**src/rtl/uart_pkg.sv**
```systemverilog
// UART shared definitions: transmitter states, parity modes and
// the parity helper used by both directions of the link.
package uart_pkg;

  typedef enum logic [2:0] {
    TX_IDLE,
    TX_START,
    TX_DATA,
    TX_PAR,
    TX_STOP
  } tx_state_t;

  localparam int PARITY_NONE = 0;
  localparam int PARITY_EVEN = 1;
  localparam int PARITY_ODD  = 2;

  // Data is zero-extended to 9 bits, so padding never affects the XOR.
  function automatic logic par_bit(
    input logic [8:0] d,
    input int         mode
  );
    return (^d) ^ (mode == PARITY_ODD);
  endfunction

endpackage

```
**src/rtl/baud_edge_sync.sv**
```systemverilog
// Brings the divider output into the CLK domain and turns each of
// its rising edges into a single-cycle tick.
module baud_edge_sync (
  input  logic CLK,
  input  logic RST_N,
  input  logic BAUDCLK,
  output logic tick
);

  logic s1, s2, s3;

  always_ff @(posedge CLK or negedge RST_N) begin
    if (!RST_N) begin
      s1 <= 1'b0;
      s2 <= 1'b0;
      s3 <= 1'b0;
    end else begin
      s1 <= BAUDCLK;
      s2 <= s1;
      s3 <= s2;
    end
  end

  assign tick = s2 & ~s3;

endmodule

```
**src/rtl/uart_tx_baud.sv**
```systemverilog
// UART transmitter paced by an external bit-rate clock: one-entry
// holding register feeding a shift register and a framing FSM.
module uart_tx_baud
  import uart_pkg::*;
#(
  parameter int DATA_BITS = 8,
  parameter int PARITY    = PARITY_NONE,
  parameter int STOP_BITS = 1
) (
  input  logic                 CLK,
  input  logic                 RST_N,
  input  logic                 BAUDCLK,
  input  logic [DATA_BITS-1:0] DATA,
  input  logic                 VALID,
  output logic                 READY,
  output logic                 TX,
  output logic                 BUSY
);

  localparam logic [3:0] DB = 4'(DATA_BITS);
  localparam logic [1:0] SB = 2'(STOP_BITS);

  tx_state_t            state;
  logic [DATA_BITS-1:0] hold;
  logic [DATA_BITS-1:0] shift;
  logic                 hold_full;
  logic                 par;
  logic [3:0]           cnt;
  logic [1:0]           scnt;
  logic                 tick;
  logic                 last_stop;
  logic                 xfer;

  baud_edge_sync u_sync (
    .CLK     (CLK),
    .RST_N   (RST_N),
    .BAUDCLK (BAUDCLK),
    .tick    (tick)
  );

  assign last_stop = (state == TX_STOP)
                   & (scnt >= SB);
  assign xfer = tick & hold_full
              & ((state == TX_IDLE) | last_stop);

  assign READY = ~hold_full;
  assign BUSY  = (state != TX_IDLE);

  always_ff @(posedge CLK or negedge RST_N) begin
    if (!RST_N) begin
      hold      <= '0;
      hold_full <= 1'b0;
    end else if (VALID && !hold_full) begin
      hold      <= DATA;
      hold_full <= 1'b1;
    end else if (xfer) begin
      hold_full <= 1'b0;
    end
  end

  always_ff @(posedge CLK or negedge RST_N) begin
    if (!RST_N) begin
      state <= TX_IDLE;
      shift <= '0;
      par   <= 1'b0;
      cnt   <= '0;
      scnt  <= '0;
      TX    <= 1'b1;
    end else if (tick) begin
      unique case (state)
        TX_IDLE: begin
          if (xfer) begin
            shift <= hold;
            par   <= par_bit(9'(hold), PARITY);
            TX    <= 1'b0;
            state <= TX_START;
          end else begin
            TX <= 1'b1;
          end
        end
        TX_START: begin
          TX    <= shift[0];
          shift <= shift >> 1;
          cnt   <= 4'd1;
          state <= TX_DATA;
        end
        TX_DATA: begin
          if (cnt < DB) begin
            TX    <= shift[0];
            shift <= shift >> 1;
            cnt   <= cnt + 4'd1;
          end else if (PARITY != PARITY_NONE) begin
            TX    <= par;
            state <= TX_PAR;
          end else begin
            TX    <= 1'b1;
            scnt  <= 2'd1;
            state <= TX_STOP;
          end
        end
        TX_PAR: begin
          TX    <= 1'b1;
          scnt  <= 2'd1;
          state <= TX_STOP;
        end
        TX_STOP: begin
          if (scnt < SB) begin
            scnt <= scnt + 2'd1;
          end else if (xfer) begin
            // Next frame starts straight out of the stop bit.
            shift <= hold;
            par   <= par_bit(9'(hold), PARITY);
            TX    <= 1'b0;
            state <= TX_START;
          end else begin
            state <= TX_IDLE;
          end
        end
        default: state <= TX_IDLE;
      endcase
    end
  end

endmodule

```
**config.mk**
```make
export PLATFORM = sky130hd
export DESIGN_NAME = uart_tx_baud
export DESIGN_NICKNAME = d
export VERILOG_FILES = /design/src/rtl/uart_pkg.sv /design/src/rtl/baud_edge_sync.sv /design/src/rtl/uart_tx_baud.sv
export SDC_FILE = /design/constraint.sdc
export NUM_CORES = 1
export LEC_CHECK = 0
export ABC_CLOCK_PERIOD_IN_PS = 2800
export CAP_MARGIN = 20
export CORE_AREA = 2 2 73 75
export DETAILED_ROUTE_END_ITERATION = 8
export DIE_AREA = 0 0 75 77
export PLACE_DENSITY = 0.5
export SLEW_MARGIN = 20
export SYNTH_ARGS = -nofsm -noshare
export SYNTH_HDL_FRONTEND = slang
export SYNTH_SLANG_ARGS = --single-unit
```
**constraint.sdc**
```tcl
create_clock -name CLK -period 2.8 [get_ports CLK]
set_input_delay 0.42 -clock CLK [delete_from_list [all_inputs] [get_ports CLK]]
set_output_delay 0.42 -clock CLK [all_outputs]
set_load 0.01 [all_outputs]
```
==> results_dict.tcl <==
set metrics [dict create \
    rows 26 \
    hp-start "u_sync.s1" \
    rsz0062_at_grt "false" \
    yosys-mux-area-fraction_pct 23.8 \
    ys_ff_latch 30 \
    setup_viol 0 \
    antenna_left 0 \
    hold_depth 0 \
    period_minus_slack_ps 2080 \
    drc 0 \
    fmax_mhz 481 \
    internal_power_mw 1.25 \
    portBuffers 14 \
    avgSynthCellArea_sq_um 12.5 \
    synth_edf_count 0 \
    tns_ps 0 \
    syn2layout_area_growth_pct 19.8 \
    synth_most_common_cell "dfrtp_1" \
    cp-start-kind "flop" \
    grtUsageTotal_pct 10.8 \
    hold_path_class "reg -> reg" \
    clk-insertion-delay-late_ps 280 \
    wl_met3_um 122 \
    path_class "reg -> reg" \
    placed_area_sq_um 1660 \
    yosys.area_share.simple_pct 9.41 \
    yosysWarnings 0 \
    wl_met1_um 1140 \
    max_cap_violations 0 \
    rrSetupSlack_ps 720 \
    first_pass_iters 4 \
    drive_above_1_share_pct 28.1 \
    worstMarginPinSlew_ps 801 \
    cts-buffers-inserted 5 \
    drt_iter0_drc 17 \
    holdBufCountCts 0 \
    synthFlopType "dfrtp_1" \
    dr.max_layer_used "met4" \
    avgRoutedWirePerCell_um 12.8 \
    outcome "completed" \
    place_inst 197 \
    ys_types 35 \
    clockBufferDepth 2 \
    dr_total_vias 924 \
    final_nets 149 \
    synthCells 117 \
    fin_crit_sh_pct 74.2 \
    wl_um 2620 \
    post_cts_buffers 0 \
    reg2reg_from "scnt[0]" \
    dieHeight_um 77 \
    synth.area.top_cells "dfrtp_1 (50%), mux2_2 (14%), mux2_4 (7.2%), mux2i_1 (2.7%), ha_1 (2.6%)" \
    p_leak_nw 0.762 \
    max_stage_delay_ps 520 \
    cts_root_buffer "clkbuf_8" \
    cts_max_level 2 \
    pin_count 15 \
    fin_util_pct 35.2 \
    dr_wl_met2_um 1300 \
    drv_slew 0 \
    cts_tree "done" \
    fin_cells 205 \
    avgViaCountPerCell 4.51 \
    arrival_ps 2240 \
    synth-xor-area-share_pct 1.11 \
    maxSlewHeadroom_pct 46.5 \
    power_density_nw_per_um2 1060 \
    pwr-share-seq_pct 41.3 \
    gp_congestion 0.792 \
    peakVddDrop_v 0.000450 \
    synthAdderAreaFrac_pct 2.57 \
    crit_chain "inv_1 -> ha_1 -> nand2_1 -> o31ai_1 -> a221o_1 -> mux2_4" \
    cpMaxStageDelayCell "a221o_1" \
    initial_core_util_pct 29.4 \
    netSwitchingFraction_pct 33.3 \
    synth_top_family_by_area "multiplexers" \
    cts_sinks 30 \
    async_reset_ff_share_pct 100 \
    r2r_cells 6 \
    overflow 0 \
    grt_pass1_wl_um 4620 \
    synthTopCellsByCount "dfrtp_1 (29), mux2_2 (18), inv_1 (8), nand2_1 (8), mux2_4 (7)" \
    cts_resized 0 \
    clock_skew_ps 9.32 \
    synth_nets 132 \
    synth_compound_area_share_pct 7.19 \
    diodes 0 \
    critical_path.max_fanout 8 \
    finalHoldViolCount 0 \
    seq_area_frac_synth_pct 51.4 \
    grt_pass1_vias 958 \
    antenna_found_initial 0 \
    p_sw_uw 621 \
    whs_endpoint "u_sync.s2" \
    synth_top_area_cell "dfrtp_1" \
    r2r-end "shift[3]" \
    syn-cell-area_sq_um 1460 \
    synth_top_cell_area_share_pct 49.6 \
    end_kind "flop" \
    power_frac_comb_pct 39.5 \
    power_frac_clock_pct 19.2 \
    core-area_sq_um 4980 \
    grt_max_degree 31 \
    crit_required_ps 2960 \
    path_clk_slew_ps 60 \
    dp_hpwl_um 1750 \
    die-area_sq_um 5780 \
    die_w_um 75 \
    final_area_sq_um 1750 \
]
-- layer usage --
layer  global-route usage [%]  vias up
li1                         -      446
met2                     16.5       23
met1                     13.1      448
met4                     5.36        0
met3                     4.34        7
met5                        0        -
-- final cells by class --
class                      count  area (sq um)
fill                         494          3220
sequential                    30           752
multi-input combinational     74           644
timing repair buffer          15           148
tap                           70          87.6
clock buffer                   7          86.3
inverter                       8          30.0
clock inverter                 1          5.00
-- through the flow --
stage	hold WS [ps]	total power [mW]	setup WS (ps)
6_report	348	1.87	723
5_1_grt	360	2.01	520
4_1_cts	352	1.89	712
3_5_place_dp	337	1.52	667
3_3_place_gp	333	1.49	728
2_1_floorplan	124	1.35	1130
-- how the worst max path moves through the flow --
stage	slack (ps)	depth (start not counted)	endpoint	from
CTS	710	6	shift[3]	scnt[0]
finish	720	6	shift[3]	scnt[0]
global route	520	6	shift[3]	scnt[0]
detailed placement	670	3	hold[7]	VALID
floorplan	1130	6	shift[0]	state[1]
global placement	730	3	hold[7]	VALID
-- placed cells by master (no fill, tap or decap), types with 2 or more instances in the layout --
master,count
nor2_2,2
nor2_1,4
clkbuf_8,6
a21oi_1,4
mux2_4,7
dfrtp_1,29
nand2_1,8
nand3_1,4
inv_1,8
mux2_2,18
ha_1,3
clkdlybuf4s50_1,14
mux2i_1,4
-- power groups by stage --
stage                     Clock (mW)  Combinational [mW]  Sequential (mW)
after detailed placement           0               0.742            0.775
after floorplan                    0               0.654            0.698
final                          0.358               0.738            0.771
after global routing           0.400               0.815            0.796
after global placement             0               0.722            0.770
after CTS                      0.371               0.749            0.772
-- sequential cells by signal, indices dropped and copies added, names as in the netlist --
signal / cells
hold_full: 1
hold: 8
scnt: 2
u_sync.s1: 1
cnt: 4
shift: 8
u_sync.s3: 1
u_sync.s2: 1
TX: 1
state: 3
-- worst max-delay path, delay by kind of cell, from the launching register on --
kind / cells / cell delay, ps
muxes: 1 / 340
adders and majority gates: 1 / 150
buffers and inverters: 1 / 80
and+or+nand+nor: 1 / 60
AOI/OAI and AO/OA: 2 / 930
DFF: 1 / 390
-- logic make-up after synthesis --
family                     Yosys count
buffers and inverters               13
muxes                               29
adders and majority gates            3
AOI/OAI and AO/OA                   15
xor gates and xnor gates             1
and+or+nand+nor                     26
DFF                                 30
(Power assumes the default switching activity.)
==> RTL change 1: new RTL, same flow settings <==
`DATA_BITS`: 8 -> 6.
--- a/src/rtl/uart_tx_baud.sv
+++ b/src/rtl/uart_tx_baud.sv
@@ -3,7 +3,7 @@
 module uart_tx_baud
   import uart_pkg::*;
 #(
-  parameter int DATA_BITS = 8,
+  parameter int DATA_BITS = 6,
   parameter int PARITY    = PARITY_NONE,
   parameter int STOP_BITS = 1
 ) (
Interface: changed (resized DATA); port bits go from 15 to 13. The function was not compared with the original's and may differ.
==> RTL change 1 against the original RTL <==
Synthesized area fell by 8.7%. Synthesized cell count fell by 6.0%. Via count fell by 8.0%. Hold slack improved by 15 ps. Clock power fell by 33%. Fmax fell by 11%. Sequential cell count fell by 4. Power fell by 20%. Global-route usage fell by 1.7 points. Final area fell by 11%. Setup slack got worse by 250 ps. Non-clock buffer count fell by 2. Wire length fell by 14%. Critical path type is now reg2out.
==> RTL change 1: results (changes against the original RTL) <==
{| class="wikitable"
! Metric !! Value
|-
| Status || finished, final reports clean
|-
| # H-tree levels || 1 (-1)
|-
| Sequential-to-total area share from yosys stat || 0.488 (-0.0258)
|-
| DP Wirelength || 1720 microns (-2.0%)
|-
| Total wirelength of the detailed-routed design || 2260 microns (-14%)
|-
| Fraction of layout cells with a size suffix above 1 || 0.254 (-0.0274)
|-
| Iter 0 DRT Violations || 36 (+19)
|-
| Routability congestion estimate from global placement || 0.785 (-0.91%)
|-
| Clock buffer count from CTS || 3 (-2)
|-
| Flop-to-flop setup slack || 850 ps (+130 ps)
|-
| Number of distinct standard cells referenced by the synthesized netlist || 36 (+2.9%)
|-
| First-pass GRT wire length || 4120 microns (-11%)
|-
| Number of search-and-repair iterations in the first detailed-routing pass || 4 (unchanged)
|-
| Maximum number of pins on one net before global-route repair || 18 (-42%)
|-
| Worst Setup SP || state[2]$_DFFE_PN0P_
|-
| Yosys warning count || 0 (unchanged)
|-
| Largest vdd supply drop || 399 uV (-11%)
|-
| Mux share of post-synthesis cell area || 0.159 (-0.0785)
|-
| Via count of the first global-routing pass || 901 (-5.9%)
|-
| Number of port buffers || 12 (-2)
|-
| Delay of the slowest critical-path stage || 630 ps (+110 ps)
|-
| Final setup violation count || 0 (unchanged)
|-
| Cells on worst reg2reg path || 4 (-2)
|-
| Clock latency of the later-clocked register in the worst-skew pair || 270 ps
|-
| Overall via count from detail_route || 850 (-8.0%)
|-
| CP arrival || 1900 ps (-340 ps)
|-
| Combined global-route utilization of all metal layers || 0.0919 (-0.0166)
|-
| Ranking of synthesized cells by instance count || 25 x dfrtp_1, 18 x mux2_2, 7 x nand2_1
|-
| Clock Skew || 7.25 ps (-2.06 ps)
|-
| Final std cells w/o fill || 192 (-6.3%)
|-
| Highest-delay cell along the critical path || dfrtp_1
|-
| Synth Area in Adders || 0.0281 (+0.00245)
|-
| Clock-pin slew reported for the worst setup and hold paths after clock tree synthesis || 90 ps (+30 ps)
|-
| Max-slew headroom || 0.551 (+0.0859)
|-
| Compound-gate portion of the synthesized area || 0.123 (+0.0509)
|-
| Final nets || 136 (-8.7%)
|-
| Critical path peak fanout || 17 (+9)
|-
| Leakage Power || 0.644 nW (-15%)
|-
| Capturing instance or port of the critical path || BUSY
|-
| Top post-synthesis cells by area || dfrtp_1 47%, mux2_2 15%, ha_1 2.8%
|-
| Number of fill cells in the layout || 490 (-0.81%)
|-
| Crit path max-delay family || flip-flops
|}
==> RTL change 1: changes by cell type after synthesis, sizes merged, moves of 2 or more <==
cell    change
nor2b       +2
mux2        -7
a21o        +2
dfrtp       -4
and2        +2
o21ai       +2
mux2i       -3
inv         -3
nand2b      +2
nand2       -2
==> RTL change 1: worst reg2reg max path: stages (launching register included) <==
cell	delay, ps
dfrtp_1	790
nand4bb_1	290
and2_1	270
nand3_2	150
mux2_2	350
==> RTL change 1: cell type report <==
class | instances | area [sq um] | share of cell area
Clock buffer | 4 | 55.1 | 0.0351
Tap cell | 70 | 87.6 | 0.0559
Timing Repair Buffer | 13 | 128 | 0.0814
Sequential cell | 26 | 652 | 0.416
Inverter | 5 | 18.8 | 0.0120
Multi-Input combinational cell | 74 | 627 | 0.400
==> RTL change 1: per-layer routing <==
metal  share of wire  wire length, microns  GRT usage
met5               0                     0          0
met4           0.017                    38     0.0375
met3           0.026                    58     0.0171
met2            0.49                  1100      0.138
met1            0.47                  1060      0.128
==> RTL change 1: stage by stage <==
step	cell area [sq um]	hold slack [ps]	setup WS [ps]	utilization
after floorplan	1340	124	1230	-
after global placement	1510	340	793	0.304
after detailed placement	1510	343	773	0.304
after CTS	1570	365	463	0.315
after global routing	1570	369	400	0.315
final	1570	363	477	0.315
==> RTL change 1: where the power goes <==
group	switching, mW	internal (mW)
Combinational	0.258	0.351
Sequential	0.125	0.519
Clock	0.115	0.126
Total	0.498	0.995
==> RTL change 1: kinds of logic (layout without fill, tap and decap cells) <==
group / after synthesis / count (layout)
and+or+nand+nor: 30 / 30
DFF: 26 / 26
AOI/OAI and AO/OA: 21 / 21
muxes: 19 / 19
buffers and inverters: 10 / 22
adders and majority gates: 3 / 3
xor gates and xnor gates: 1 / 1
==> RTL change 2: new RTL, same settings <==
Without the edit above. The 5 states of `tx_state_t` get a one-hot encoding in 5 bits.
--- a/src/rtl/uart_pkg.sv
+++ b/src/rtl/uart_pkg.sv
@@ -2,12 +2,12 @@
 // the parity helper used by both directions of the link.
 package uart_pkg;
 
-  typedef enum logic [2:0] {
-    TX_IDLE,
-    TX_START,
-    TX_DATA,
-    TX_PAR,
-    TX_STOP
+  typedef enum logic [4:0] {
+    TX_IDLE  = 5'b00001,
+    TX_START = 5'b00010,
+    TX_DATA  = 5'b00100,
+    TX_PAR   = 5'b01000,
+    TX_STOP  = 5'b10000
   } tx_state_t;
 
   localparam int PARITY_NONE = 0;
Behaviour: no difference found for any inputs over 10 cycles, from zero or initial values and one cycle with RST_N low; not proved beyond that.
==> RTL change 2 against the original RTL <==
Final area up 6.9%. Clock power decreased by 5.6%. Power fell by 5.8%. Setup slack worse by 410 ps. Synthesized area is 6.9% higher. Wire length is 5.8% higher. Count of clock-buffer cells in the layout down 1. Critical endpoint is now shift[5]$_DFFE_PN0P_. Sequential cell count up 1. Sequential power shrank 0.9%.
==> RTL change 2: results (changes against the original RTL) <==
{| class="wikitable"
! Metric !! Value
|-
| Avg Inst Size Synth || 11.8 sq um (-5.2%)
|-
| Status || finished, final reports clean
|-
| Root buffer selected by CTS || clkbuf_8
|-
| Fraction of layout cells with a size suffix above 1 || 0.275 (-0.00697)
|-
| Number of distinct standard cells referenced by the synthesized netlist || 35 (unchanged)
|-
| Met3 usage in global routing || 0.0473 (+0.00394)
|-
| Iter 0 DRT Violations || 69 (+52)
|-
| Via count of the first global-routing pass || 1107 (+16%)
|-
| Proportion of register bits with asynchronous set or reset after synthesis || 1.00 (unchanged)
|-
| Met2 Use GR || 0.176 (+0.0114)
|-
| Number of port buffers || 14 (unchanged)
|-
| Most common flop cell mapped by yosys || dfrtp_1
|-
| First-pass GRT wire length || 5060 microns (+9.5%)
|-
| Delay of the slowest critical-path stage || 650 ps (+130 ps)
|-
| Antenna cells || 0 (unchanged)
|-
| Total placed instance area || 1790 sq um (+7.7%)
|-
| Maximum number of pins on one net before global-route repair || 32 (+3.2%)
|-
| Yosys warning count || 0 (unchanged)
|-
| Clock buffer count from CTS || 5 (unchanged)
|-
| Ranking of synthesized cells by instance count || 29 x dfrtp_1, 24 x mux2_2, 10 x nand2_1
|-
| Combined global-route utilization of all metal layers || 0.115 (+0.00661)
|-
| Class of the tightest hold or removal check || reg2reg
|-
| Final routed wire length divided by cell count || 12.4 microns (-2.8%)
|-
| DP Wirelength || 2020 microns (+15%)
|-
| Highest-delay cell along the critical path || or4b_1
|-
| Crit path max-delay family || compound AO/OA/AOI/OAI gates
|-
| Sequential-to-total area share from yosys stat || 0.498 (-0.0165)
|-
| Number of search-and-repair iterations in the first detailed-routing pass || 4 (unchanged)
|-
| Pin slew with the least headroom to its limit || 681 ps (-120 ps)
|-
| Routability congestion estimate from global placement || 0.783 (-1.2%)
|-
| Top post-synthesis cells by area || dfrtp_1 46%, mux2_2 17%, dfstp_2 3.4%
|-
| Initial antenna violation count || 0 (unchanged)
|-
| Largest vdd supply drop || 383 uV (-15%)
|-
| # H-tree levels || 2 (unchanged)
|-
| Number of buffers on the longest clock path || 2 (unchanged)
|-
| Worst Setup Path Type || reg2reg
|-
| Met1 track utilization from global routing || 0.146 (+0.0150)
|-
| CP arrival || 2650 ps (+410 ps)
|-
| Clock Skew || 4.11 ps (-5.20 ps)
|-
| Post_cts resized || 0 (unchanged)
|-
| Final nets || 167 (+12%)
|-
| Clock-pin slew reported for the worst setup and hold paths after clock tree synthesis || 60 ps (about the same)
|-
| Clock latency of the later-clocked register in the worst-skew pair || 280 ps (about the same)
|-
| Hold bufs inserted after CTS || 0 (unchanged)
|-
| Final std cells w/o fill || 223 (+8.8%)
|-
| Avg Vias per Cell || 4.77 (+5.8%)
|-
| Net Count, Synth || 147 (+11%)
|-
| Buffer count from post-CTS setup fixing || 0 (unchanged)
|-
| Critical path peak fanout || 13 (+5)
|-
| Registers with the most flip-flops || hold: 8 flops, shift: 8 flops
|-
| Leakage Power || 0.754 nW (-1.1%)
|}
-- RTL change 2: layout make-up --
type                            instances  area, sq um
Clock buffer                            6         72.6
Clock inverter                          2         12.5
Fill cell                             487         3100
Inverter                                5         18.8
Multi-Input combinational cell         90          727
Sequential cell                        31          778
Tap cell                               70         87.6
Timing Repair Buffer                   19          178
-- RTL change 2: path summary, 6_finish.rpt --
kind,from,slack [ps],end,cells after the start
max reg2reg,state[4]$_DFFE_PN0P_,320,shift[5]$_DFFE_PN0P_,4
min,u_sync.s1$_DFF_PN0_,350,u_sync.s2$_DFF_PN0_,0
max in group asynchronous,RST_N,1950,TX$_DFFE_PN1P_,2
min reg2reg,u_sync.s1$_DFF_PN0_,350,u_sync.s2$_DFF_PN0_,0
max,state[4]$_DFFE_PN0P_,320,shift[5]$_DFFE_PN0P_,4
min in group asynchronous,RST_N,530,cnt[1]$_DFFE_PN0P_,2
-- RTL change 2: per-stage QoR --
step	hold WS (ps)	power (mW)	worst slack (ps)
CTS	360	1.79	296
global placement	336	1.42	368
global route	368	1.90	205
floorplan	124	1.26	620
detailed placement	345	1.43	325
finish	353	1.76	316
-- RTL change 2: where the power goes --
group          total [mW]  internal [mW]  switching, mW
clock               0.338          0.173          0.165
combinational       0.657          0.387          0.270
sequential          0.764          0.619          0.145
-- RTL change 2: cell families (layout without fill, tap and decap cells) --
group	after synthesis	count (layout)	synth area share
buf+inv	11	32	0.0376
xor+xnor	2	2	0.0112
compound gates	24	24	0.121
simple gates	36	36	0.130
flops	31	31	0.498
mux	25	25	0.179
fa+ha+maj	3	3	0.0240
-- RTL change 2: metal layers --
layer,part of all wire,routed length [microns]
met5,0,0
met1,0.46,1280
met2,0.48,1330
met4,0.017,47
met3,0.043,120
